File: src/rtl/output_router_block.sv
// output_router_block: egress side of a NoC router. Buffers one flit stream
// in a small FIFO, XY-decodes the head flit, and steers it into one of five
// one-entry holding registers (east, west, north, south, local core). Each
// port handshakes on its own, so a stalled neighbour only blocks flits that
// queue behind it. Per-port delivered-flit counters are exported packed.
module output_router_block #(
  parameter int WIDTH = 11,
  parameter int DEPTH = 2,
  parameter int MY_X  = 1,
  parameter int MY_Y  = 1,
  parameter int CNT_W = 16
) (
  input  logic               clk,
  input  logic               reset,
  // flit stream from the router core
  input  logic [WIDTH-1:0]   in_data,
  input  logic               in_valid,
  output logic               in_ready,
  // east neighbour
  output logic [WIDTH-1:0]   out1_data,
  output logic               out1_valid,
  input  logic               out1_ready,
  // west neighbour
  output logic [WIDTH-1:0]   out2_data,
  output logic               out2_valid,
  input  logic               out2_ready,
  // north neighbour
  output logic [WIDTH-1:0]   out3_data,
  output logic               out3_valid,
  input  logic               out3_ready,
  // south neighbour
  output logic [WIDTH-1:0]   out4_data,
  output logic               out4_valid,
  input  logic               out4_ready,
  // local core
  output logic [WIDTH-1:0]   core_data,
  output logic               core_valid,
  input  logic               core_ready,
  // delivered-flit counters {core, out4, out3, out2, out1}
  output logic [5*CNT_W-1:0] fwd_count
);

  localparam int NPORT  = 5;
  localparam int PTR_W  = (DEPTH > 1) ? $clog2(DEPTH) : 1;
  localparam int FCNT_W = $clog2(DEPTH + 1);

  localparam logic [FCNT_W-1:0] DEPTH_C = FCNT_W'(DEPTH);
  localparam logic [1:0]        MY_X_C  = MY_X[1:0];
  localparam logic [1:0]        MY_Y_C  = MY_Y[1:0];

  // Port index doubles as the bit position in the per-port vectors below.
  typedef enum logic [2:0] {
    PORT_EAST  = 3'd0,
    PORT_WEST  = 3'd1,
    PORT_NORTH = 3'd2,
    PORT_SOUTH = 3'd3,
    PORT_CORE  = 3'd4
  } port_e;

  // ---------------------------------------------------------------------
  // Input FIFO state
  // ---------------------------------------------------------------------
  logic [WIDTH-1:0]  mem_q [DEPTH];
  logic [PTR_W-1:0]  wr_ptr_q, wr_ptr_d;
  logic [PTR_W-1:0]  rd_ptr_q, rd_ptr_d;
  logic [FCNT_W-1:0] count_q, count_d;

  logic             push;
  logic             pop;
  logic [WIDTH-1:0] head;
  logic [1:0]       dest_x;
  logic [1:0]       dest_y;
  port_e            route;

  // ---------------------------------------------------------------------
  // Per-port holding registers and counters
  // ---------------------------------------------------------------------
  logic [NPORT-1:0] hold_valid_q, hold_valid_d;
  logic [WIDTH-1:0] hold_data_q [NPORT];
  logic [WIDTH-1:0] hold_data_d [NPORT];
  logic [CNT_W-1:0] cnt_q [NPORT];
  logic [CNT_W-1:0] cnt_d [NPORT];

  logic [NPORT-1:0] port_ready;
  logic [NPORT-1:0] drain;
  logic [NPORT-1:0] pop_sel;

  assign port_ready = {core_ready, out4_ready, out3_ready, out2_ready, out1_ready};

  // Acceptance looks only at the registered fill level, so a full FIFO
  // refuses input for a cycle even while it is popping.
  assign in_ready = (count_q < DEPTH_C);
  assign push     = in_valid & in_ready;

  assign head   = mem_q[rd_ptr_q];
  assign dest_x = head[WIDTH-1 -: 2];
  assign dest_y = head[WIDTH-3 -: 2];

  // XY route decode on the FIFO head: resolve X first, then Y, else local.
  always_comb begin
    // NOTE: every combinational output gets a default first so no path leaves it unassigned and infers a latch.
    route = PORT_CORE;
    if (dest_x > MY_X_C) begin
      route = PORT_EAST;
    end else if (dest_x < MY_X_C) begin
      route = PORT_WEST;
    end else if (dest_y > MY_Y_C) begin
      route = PORT_NORTH;
    end else if (dest_y < MY_Y_C) begin
      route = PORT_SOUTH;
    end
  end

  // A register drains when its neighbour takes the flit this edge; the head
  // may move into its target if that target is empty or draining now.
  assign drain   = hold_valid_q & port_ready;
  assign pop     = (count_q != '0) && (!hold_valid_q[route] || drain[route]);
  assign pop_sel = pop ? (NPORT'(1) << route) : '0;

  // FIFO pointer and occupancy next-state.
  always_comb begin
    wr_ptr_d = wr_ptr_q;
    rd_ptr_d = rd_ptr_q;
    count_d  = count_q;
    if (push) begin
      wr_ptr_d = wr_ptr_q + PTR_W'(1);
    end
    if (pop) begin
      rd_ptr_d = rd_ptr_q + PTR_W'(1);
    end
    unique case ({push, pop})
      2'b10:   count_d = count_q + FCNT_W'(1);
      2'b01:   count_d = count_q - FCNT_W'(1);
      default: count_d = count_q;
    endcase
  end

  // Holding-register and counter next-state; a refill on the drain edge
  // overrides the clear so valid stays high with the new flit.
  always_comb begin
    for (int i = 0; i < NPORT; i++) begin
      hold_valid_d[i] = hold_valid_q[i];
      hold_data_d[i]  = hold_data_q[i];
      cnt_d[i]        = cnt_q[i];
      if (drain[i]) begin
        hold_valid_d[i] = 1'b0;
        cnt_d[i]        = cnt_q[i] + CNT_W'(1);
      end
      if (pop_sel[i]) begin
        hold_valid_d[i] = 1'b1;
        hold_data_d[i]  = head;
      end
    end
  end

  // FIFO storage write.
  always_ff @(posedge clk) begin
    // NOTE: the storage array is deliberately not reset; the cleared count and pointers make stale contents unreachable.
    if (push) begin
      mem_q[wr_ptr_q] <= in_data;
    end
  end

  // Control state, holding registers and counters; reset discards everything in flight.
  always_ff @(posedge clk or posedge reset) begin
    if (reset) begin
      wr_ptr_q     <= '0;
      rd_ptr_q     <= '0;
      count_q      <= '0;
      hold_valid_q <= '0;
      for (int i = 0; i < NPORT; i++) begin
        hold_data_q[i] <= '0;
        cnt_q[i]       <= '0;
      end
    end else begin
      // NOTE: sequential state uses non-blocking assignment so every flop samples the pre-edge values.
      wr_ptr_q     <= wr_ptr_d;
      rd_ptr_q     <= rd_ptr_d;
      count_q      <= count_d;
      hold_valid_q <= hold_valid_d;
      for (int i = 0; i < NPORT; i++) begin
        hold_data_q[i] <= hold_data_d[i];
        cnt_q[i]       <= cnt_d[i];
      end
    end
  end

  // Port outputs come straight from the holding registers.
  assign out1_data  = hold_data_q[PORT_EAST];
  assign out1_valid = hold_valid_q[PORT_EAST];
  assign out2_data  = hold_data_q[PORT_WEST];
  assign out2_valid = hold_valid_q[PORT_WEST];
  assign out3_data  = hold_data_q[PORT_NORTH];
  assign out3_valid = hold_valid_q[PORT_NORTH];
  assign out4_data  = hold_data_q[PORT_SOUTH];
  assign out4_valid = hold_valid_q[PORT_SOUTH];
  assign core_data  = hold_data_q[PORT_CORE];
  assign core_valid = hold_valid_q[PORT_CORE];

  // Pack counters with out1 in the least-significant slot.
  for (genvar g = 0; g < NPORT; g++) begin : g_cnt
    assign fwd_count[g*CNT_W +: CNT_W] = cnt_q[g];
  end

endmodule

File: config.mk
export PLATFORM = sky130hd
export DESIGN_NAME = output_router_block
export DESIGN_NICKNAME = d
export VERILOG_FILES = /design/src/rtl/output_router_block.sv
export SDC_FILE = /design/constraint.sdc
export NUM_CORES = 1
export LEC_CHECK = 0
export ABC_AREA = 1
export CELL_PAD_IN_SITES_DETAIL_PLACEMENT = 0
export CELL_PAD_IN_SITES_GLOBAL_PLACEMENT = 1
export CORE_ASPECT_RATIO = 1.25
export CORE_UTILIZATION = 25
export CTS_CLUSTER_DIAMETER = 200
export DETAILED_ROUTE_END_ITERATION = 8
export PLACE_DENSITY_LB_ADDON = 0.1
export SYNTH_ARGS = -nofsm -noshare
export SYNTH_HDL_FRONTEND = slang
export SYNTH_SLANG_ARGS = --single-unit
File: constraint.sdc
create_clock -name clk -period 5.31 [get_ports clk]
set_input_delay 1.3275 -clock clk [delete_from_list [all_inputs] [get_ports clk]]
set_output_delay 1.3275 -clock clk [all_outputs]
set_load 0.1 [all_outputs]
==> results.toml <==
[floorplanning]
fp.dieW_um = 153
die_area_um2 = 29100
core_area_um2 = 27700
row_count = 68
initial_utilization_pct = 25.6
ios = 160
die_h_um = 190

[global_routing]
wire_length_of_the_first_global_routing_pass_mm = 29.6
grt_antenna_before_repair = 0
largest_net_degree_at_the_start_of_global_routing = 97
grt_usage_pct = 13.3
first_global_vias = 5223
grt_overflow_total = 0

[power]
p_sw_share_pct = 52.3
vdd.ir_drop.worst_mv = 0.352
comb_power_share_pct = 51.3
power_switching_uw = 3330
power_leakage_uw = 0.00464
power_density_nw_per_um2 = 661
clock_power_share_pct = 19.9
seqPwrFrac_pct = 28.8
internal_power_uw = 3030

[critical_path]
rr_worst_depth = 10
cp_slowest_cell = "sky130_fd_sc_hd__clkdlybuf4s50_1"
crit_buf_inv = 2
critical_path_cell_count = 2
worstSetupStartpointType = "flop"
worstSetupEndpointType = "output port"
worst_ep_arrival_time_ns = 2.13
critPathRequiredTime_ns = 3.98
worstSetupPathType = "flop to output port"
cp_max_fo = 3
max_stage_delay_ns = 1.18
worstPathCellList = "inv_1 > clkdlybuf4s50_1"
cpLargestDelayFamily = "buffers and inverters"

[layout]
area_delta_synth_final_pct = 35.5
antenna_cells_inserted = 0
fin_util_pct = 34.7
layout-drive-gt1-share_pct = 6.54
finish.net_count = 901

[yosys]
synth_compound_area_share_pct = 0.882
synth-seq-area-share_pct = 60.1
synthesis.instances = 713
synth_area_um2 = 7100
synthAdderAreaFrac_pct = 1.06
synth_fp_nets = 738
async_reset_ff_share_pct = 86.7
synth.distinct_cells = 34
synth-main-ff-cell = "sky130_fd_sc_hd__dfrtp_1"
yosys.area_share.xor_xnor_pct = 9.26
number_of_synthesized_register_bits = 166
number_of_flops_mapped_to_enable_cells_by_yosys = 22
synth_area_per_cell_um2 = 9.95
synth_mux_area_share_pct = 0
ys.warnings.count = 0
synth_top_family_by_area = "simple AND/OR/NAND/NOR gates"
synth-simple-area-share_pct = 22.8

[routing]
viasPerCell = 4.28
drt_pass1_iterations = 9
drt-total-wl_mm = 18.5
detailroute.via_count = 5289
ant_nets = 0
wl_per_cell_um = 15.0
drc = 6
drt-initial-drc-count = 228

[placement]
post-dp-hpwl_mm = 13.4
place.gp.congestion = 0.749
place_worst_setup_slack_ns = 1.58
portBuffers = 159

[cts]
htree_num_levels = 4
cts-hold-fix-buffers = 0
clockRootBuffer = "sky130_fd_sc_hd__clkbuf_16"
tritoncts_buffers = 17
path_clk_slew_ns = 0.06
clk_path_buf_depth = 2
cts_repair_resize_count = 0
insertion_delay_ns = 0.42
clock-sinks = 166
post_cts.repair.setup_buffers = 0
cts_tree = "built"

[sta]
setup_ws_ns = 1.85
post-route-min-period_ns = 3.46
setup_repair_after_global_routing_missed_its_margin = "false"
setup_total_negative_slack_ns = 0
timing.final.max_slew_violations = 0
number_of_failing_setup_endpoints_in_the_final_timing_report = 0
fin_crit_sh_pct = 65.1
peak_freq_mhz = 289
timing.hold.ws_ns = 0.459
finClkSkew_ns = 0.00844
timing.max_slew.rel_slack_pct = 29.8
final_hold_viol_count = 0
worst-slew-pin-transition_ns = 1.05

[hold_path]
min_delay_path_depth = 2
holdCritPathClass = "flop to flop"

[job]
max-cap-violations = 0

[status]
failing_checks = "design-rule violations"
status = "complete, but fails checks"
==> registers in the layout (all words and copies together) (netlist names) <==
name / cells
core_data: 11
wr_ptr_q: 1
out1_data: 11
out2_data: 11
mem_q: 22
fwd_count: 80
hold_valid_q: 5
out4_data: 11
out3_data: 11
count_q: 2
rd_ptr_q: 1
==> cells in the mapped netlist (2+ instances only) <==
| cell type | n | area share, % |
|---|---|---|
| sky130_fd_sc_hd__inv_2 | 4 | 0.21 |
| sky130_fd_sc_hd__xor2_1 | 42 | 5.2 |
| sky130_fd_sc_hd__buf_8 | 2 | 0.42 |
| sky130_fd_sc_hd__buf_6 | 4 | 0.63 |
| sky130_fd_sc_hd__edfxtp_1 | 22 | 9.3 |
| sky130_fd_sc_hd__dfrtp_1 | 144 | 51 |
| sky130_fd_sc_hd__nand2_1 | 208 | 11 |
| sky130_fd_sc_hd__buf_4 | 2 | 0.21 |
| sky130_fd_sc_hd__nand4_1 | 43 | 3.8 |
| sky130_fd_sc_hd__or2_2 | 2 | 0.18 |
| sky130_fd_sc_hd__buf_2 | 8 | 0.56 |
| sky130_fd_sc_hd__nor2_1 | 39 | 2.1 |
| sky130_fd_sc_hd__nand3_1 | 41 | 2.9 |
| sky130_fd_sc_hd__nor3_1 | 7 | 0.49 |
| sky130_fd_sc_hd__ha_1 | 6 | 1.1 |
| sky130_fd_sc_hd__nand2_2 | 15 | 1.3 |
| sky130_fd_sc_hd__xnor2_1 | 33 | 4.1 |
| sky130_fd_sc_hd__inv_1 | 70 | 3.7 |
| sky130_fd_sc_hd__o21ai_1 | 2 | 0.14 |
| sky130_fd_sc_hd__o21ai_0 | 5 | 0.35 |
==> cells by family (layout without fill, tap and decap cells) <==
logic type | after synthesis | count (layout)
xor gates and xnor gates | 75 | 75
DFF | 166 | 166
and+or+nand+nor | 362 | 362
AOI/OAI and AO/OA | 11 | 11
buffers and inverters | 93 | 267
adders and majority gates | 6 | 6
==> final cells by class <==
| cell class | instances | area, um2 |
|---|---|---|
| clock buffers | 22 | 464 |
| inverters | 76 | 293 |
| well taps | 350 | 438 |
| fillers | 2854 | 18100 |
| repair buffers | 161 | 1620 |
| clock inverters | 8 | 126 |
| flip-flops and latches | 166 | 4260 |
| multi-input cells | 454 | 2410 |
==> stage by stage <==
stage	cells	power, uW	instance area [um2]
after global routing	1237	6690	9620
after detailed placement	1207	5150	9020
after CTS	1237	6450	9620
after floorplan	713	4390	7100
after global placement	1207	5120	9020
final	1237	6360	9620
==> worst paths after layout <==
| check | slack, ns | to | start |
|---|---|---|---|
| setup / recovery | 1.85 | in_ready | count_q[1]$_DFFE_PP0P_ |
| hold / removal | 0.46 | out1_data[10]$_DFFE_PP0P_ | out1_data[10]$_DFFE_PP0P_ |
| setup reg to reg | 2.11 | core_data[9]$_DFFE_PP0P_ | rd_ptr_q$_DFFE_PP0P_ |
| hold reg to reg | 0.46 | out1_data[10]$_DFFE_PP0P_ | out1_data[10]$_DFFE_PP0P_ |
| max in group asynchronous | 2.99 | out1_data[5]$_DFFE_PP0P_ | reset |
| min in group asynchronous | 1.50 | fwd_count[31]$_DFFE_PP0P_ | reset |
==> worst min-delay path, stage by stage, from the launching register on <==
cell and delay [ns]:
sky130_fd_sc_hd__dfrtp_1 0.34, sky130_fd_sc_hd__inv_1 0.04, sky130_fd_sc_hd__nand2_1 0.05
==> metal layers <==
metal / global-route usage [%] / wire (um) / up-vias
li1: - / - / 2580
met1: 16.6 / 8060 / 2569
met2: 22.5 / 9390 / 124
met3: 3.14 / 863 / 16
met4: 4.55 / 197 / 0
met5: 0 / 0 / -
==> power by group through the flow <==
| stage | logic (uW) | clock network, uW | registers, uW |
|---|---|---|---|
| 6_report | 3260 | 1270 | 1830 |
| 5_1_grt | 3450 | 1370 | 1880 |
| 4_1_cts | 3300 | 1310 | 1840 |
| 3_5_place_dp | 3290 | 0 | 1860 |
| 3_3_place_gp | 3260 | 0 | 1850 |
| 2_1_floorplan | 959 | 0 | 3430 |
==> layout by cell type (no fill, tap or decap), types with 2 or more instances in the layout <==
master                            count
sky130_fd_sc_hd__xor2_1              42
sky130_fd_sc_hd__inv_2                4
sky130_fd_sc_hd__o21ai_0              5
sky130_fd_sc_hd__nand3_1             41
sky130_fd_sc_hd__nor3_1               7
sky130_fd_sc_hd__clkinvlp_4           3
sky130_fd_sc_hd__clkdlybuf4s50_1    159
sky130_fd_sc_hd__or2_2                2
sky130_fd_sc_hd__clkbuf_1             3
sky130_fd_sc_hd__inv_1               69
sky130_fd_sc_hd__bufinv_16            3
sky130_fd_sc_hd__nor2_1              39
sky130_fd_sc_hd__dfrtp_1            144
sky130_fd_sc_hd__nand2_1            208
sky130_fd_sc_hd__clkbuf_8             2
sky130_fd_sc_hd__ha_1                 6
sky130_fd_sc_hd__clkbuf_16           17
sky130_fd_sc_hd__nand4_1             43
sky130_fd_sc_hd__nand2_2             15
sky130_fd_sc_hd__edfxtp_1            22
sky130_fd_sc_hd__o21ai_1              2
sky130_fd_sc_hd__xnor2_1             33
No activity file was read; power rests on OpenSTA's default activity.
==> variant: new RTL, same flow settings <==
Set the parameter `WIDTH` to 15 (it was 11).
--- a/src/rtl/output_router_block.sv
+++ b/src/rtl/output_router_block.sv
@@ -4,7 +4,7 @@
 // port handshakes on its own, so a stalled neighbour only blocks flits that
 // queue behind it. Per-port delivered-flit counters are exported packed.
 module output_router_block #(
-  parameter int WIDTH = 11,
+  parameter int WIDTH = 15,
   parameter int DEPTH = 2,
   parameter int MY_X  = 1,
   parameter int MY_Y  = 1,
Ports: changed (6 resized); port bits go from 160 to 184. The function was not compared with the original's and may differ.
==> variant against the original RTL <==
Routed wire length up 26%; area after synthesis up 15%; count of clock-buffer cells in the layout down 4; design area up 15%; cell count up 16%; critical path depth up 11; clock skew up 0.0072 ns; sequential cell count up 28; first-iteration DRC count up 58%; worst setup slack worse by 0.25 ns; non-clock buffer count up 31; critical endpoint is now out2_data[12].
Power is left out: the tool's default activity adds up to more than one toggle a clock period on the data nets, which glitch-free logic cannot reach.
==> variant: results (changes against the original RTL) <==
| Metric | Value |
|---|---|
| Mean post-synth cell area | 9.86 µm² (was 9.95 µm²) |
| DIE WIDTH | 163 µm (was 153 µm) |
| Initial antenna violation count | 0 (unchanged) |
| Most frequent cells after synthesis | nand2_1, dfrtp_1, inv_1 (unchanged) |
| Clk_skew | 0.0156 ns (was 0.00844 ns) |
| Buffers, non-clock | 192 (was 161) |
| Netlist cell types | 29 (was 34) |
| FF+latch area | 0.00500 mm² (was 0.00426 mm²) |
| First-pass GRT wire length | 36000 µm (was 29600 µm) |
| Filler cell count | 3315 (was 2854) |
| Dpl cell area | 0.0104 mm² (was 0.00902 mm²) |
| Sequential element share of the synthesized area | 61.4% (was 60.1%) |
| DR iter-0 viols | 361 (was 228) |
| Clock buf/inv share | 5.20% (was 6.14%) |
| Multi-input combinational area share | 24.6% (was 25.1%) |
| Sink Count | 194 (was 166) |
| P&R area growth vs syn | 35.3% (was 35.5%) |
| Slowest CP cell | nand3_1 (was clkdlybuf4s50_1) |
| Post-synthesis xor/xnor area fraction | 7.63% (was 9.26%) |
| Synth Area in Adders | 0.922% (was 1.06%) |
| CLK BUF | 18 (was 22) |
| Largest net degree at the start of global routing | 76 (was 97) |
| Clock latency on the worst-skew pair | 0.44 ns (was 0.42 ns) |
| Mux cell area share after synthesis | 0.276% (was 0%) |
| Final hold violations | 0 (unchanged) |
| CP Data Arrival Time | 4.03 ns (was 2.13 ns) |
| Syn Nets | 855 (was 738) |
| Vias in the first global route | 6077 (was 5223) |
| Number of H-tree levels | 4 (unchanged) |
| DR WL/cell | 16.3 µm (was 15.0 µm) |
| Pre-CTS setup slack | 1.12 ns (was 1.58 ns) |
| Post-synth EDFFs | 30 (was 22) |
| # nets final | 1038 (was 901) |
| Placed Cells | 1402 (was 1207) |
| Multi-input gates | 527 (was 454) |
| Crit Path Max Fanout | 30 (was 3) |
| Port Buf Inserts | 183 (was 159) |
| Outcome | finished, final reports clean (was complete, but fails checks) |
| Non-clock buffers, area share | 17.5% (was 16.8%) |
| Complex-gate fraction of the synthesized area | 0.983% (was 0.882%) |
| Ys async rst share | 84.5% (was 86.7%) |
| Critical path's top delay family | simple AND/OR/NAND/NOR gates (was buffers and inverters) |
| GRT Util Overall | 14.5% (was 13.3%) |
| CP peak stage delay | 0.52 ns (was 1.18 ns) |
| Worst-margin pin slew | 1.08 ns (was 1.05 ns) |
| Share of cells above drive strength 1 | 4.79% (was 6.54%) |
| Vias per inst | 4.32 (was 4.28) |
## variant: changes by cell type after synthesis, moves of 8 or more
| cell | before | now |
|---|---|---|
| clkbuf_1 | 0 | 10 |
| dfrtp_1 | 144 | 164 |
| edfxtp_1 | 22 | 30 |
| nand2_1 | 208 | 255 |
| nand2_2 | 15 | 2 |
| nand4_1 | 43 | 75 |
| nor2_1 | 39 | 49 |
## variant: final timing paths
kind / startpoint / slack, ns / cells after the start / endpoint
max: out3_ready / 1.60 / 13 / out2_data[12]
min: out4_data[3] / 0.47 / 2 / out4_data[3]
max reg2reg: rd_ptr_q / 1.73 / 13 / out2_data[12]
min reg2reg: out4_data[3] / 0.47 / 2 / out4_data[3]
max in group asynchronous: reset / 3.04 / 3 / out1_data[13]
min in group asynchronous: reset / 1.40 / 2 / out4_data[14]
## variant: routing by layer
metal  global-route usage [%]  up-vias  share of wire (%)
met3                     2.94       16                4.0
met5                        0        -                  0
met2                     23.7      141                 49
met4                     4.40        0                1.5
li1                         -     3054                  -
met1                     19.1     2977                 46
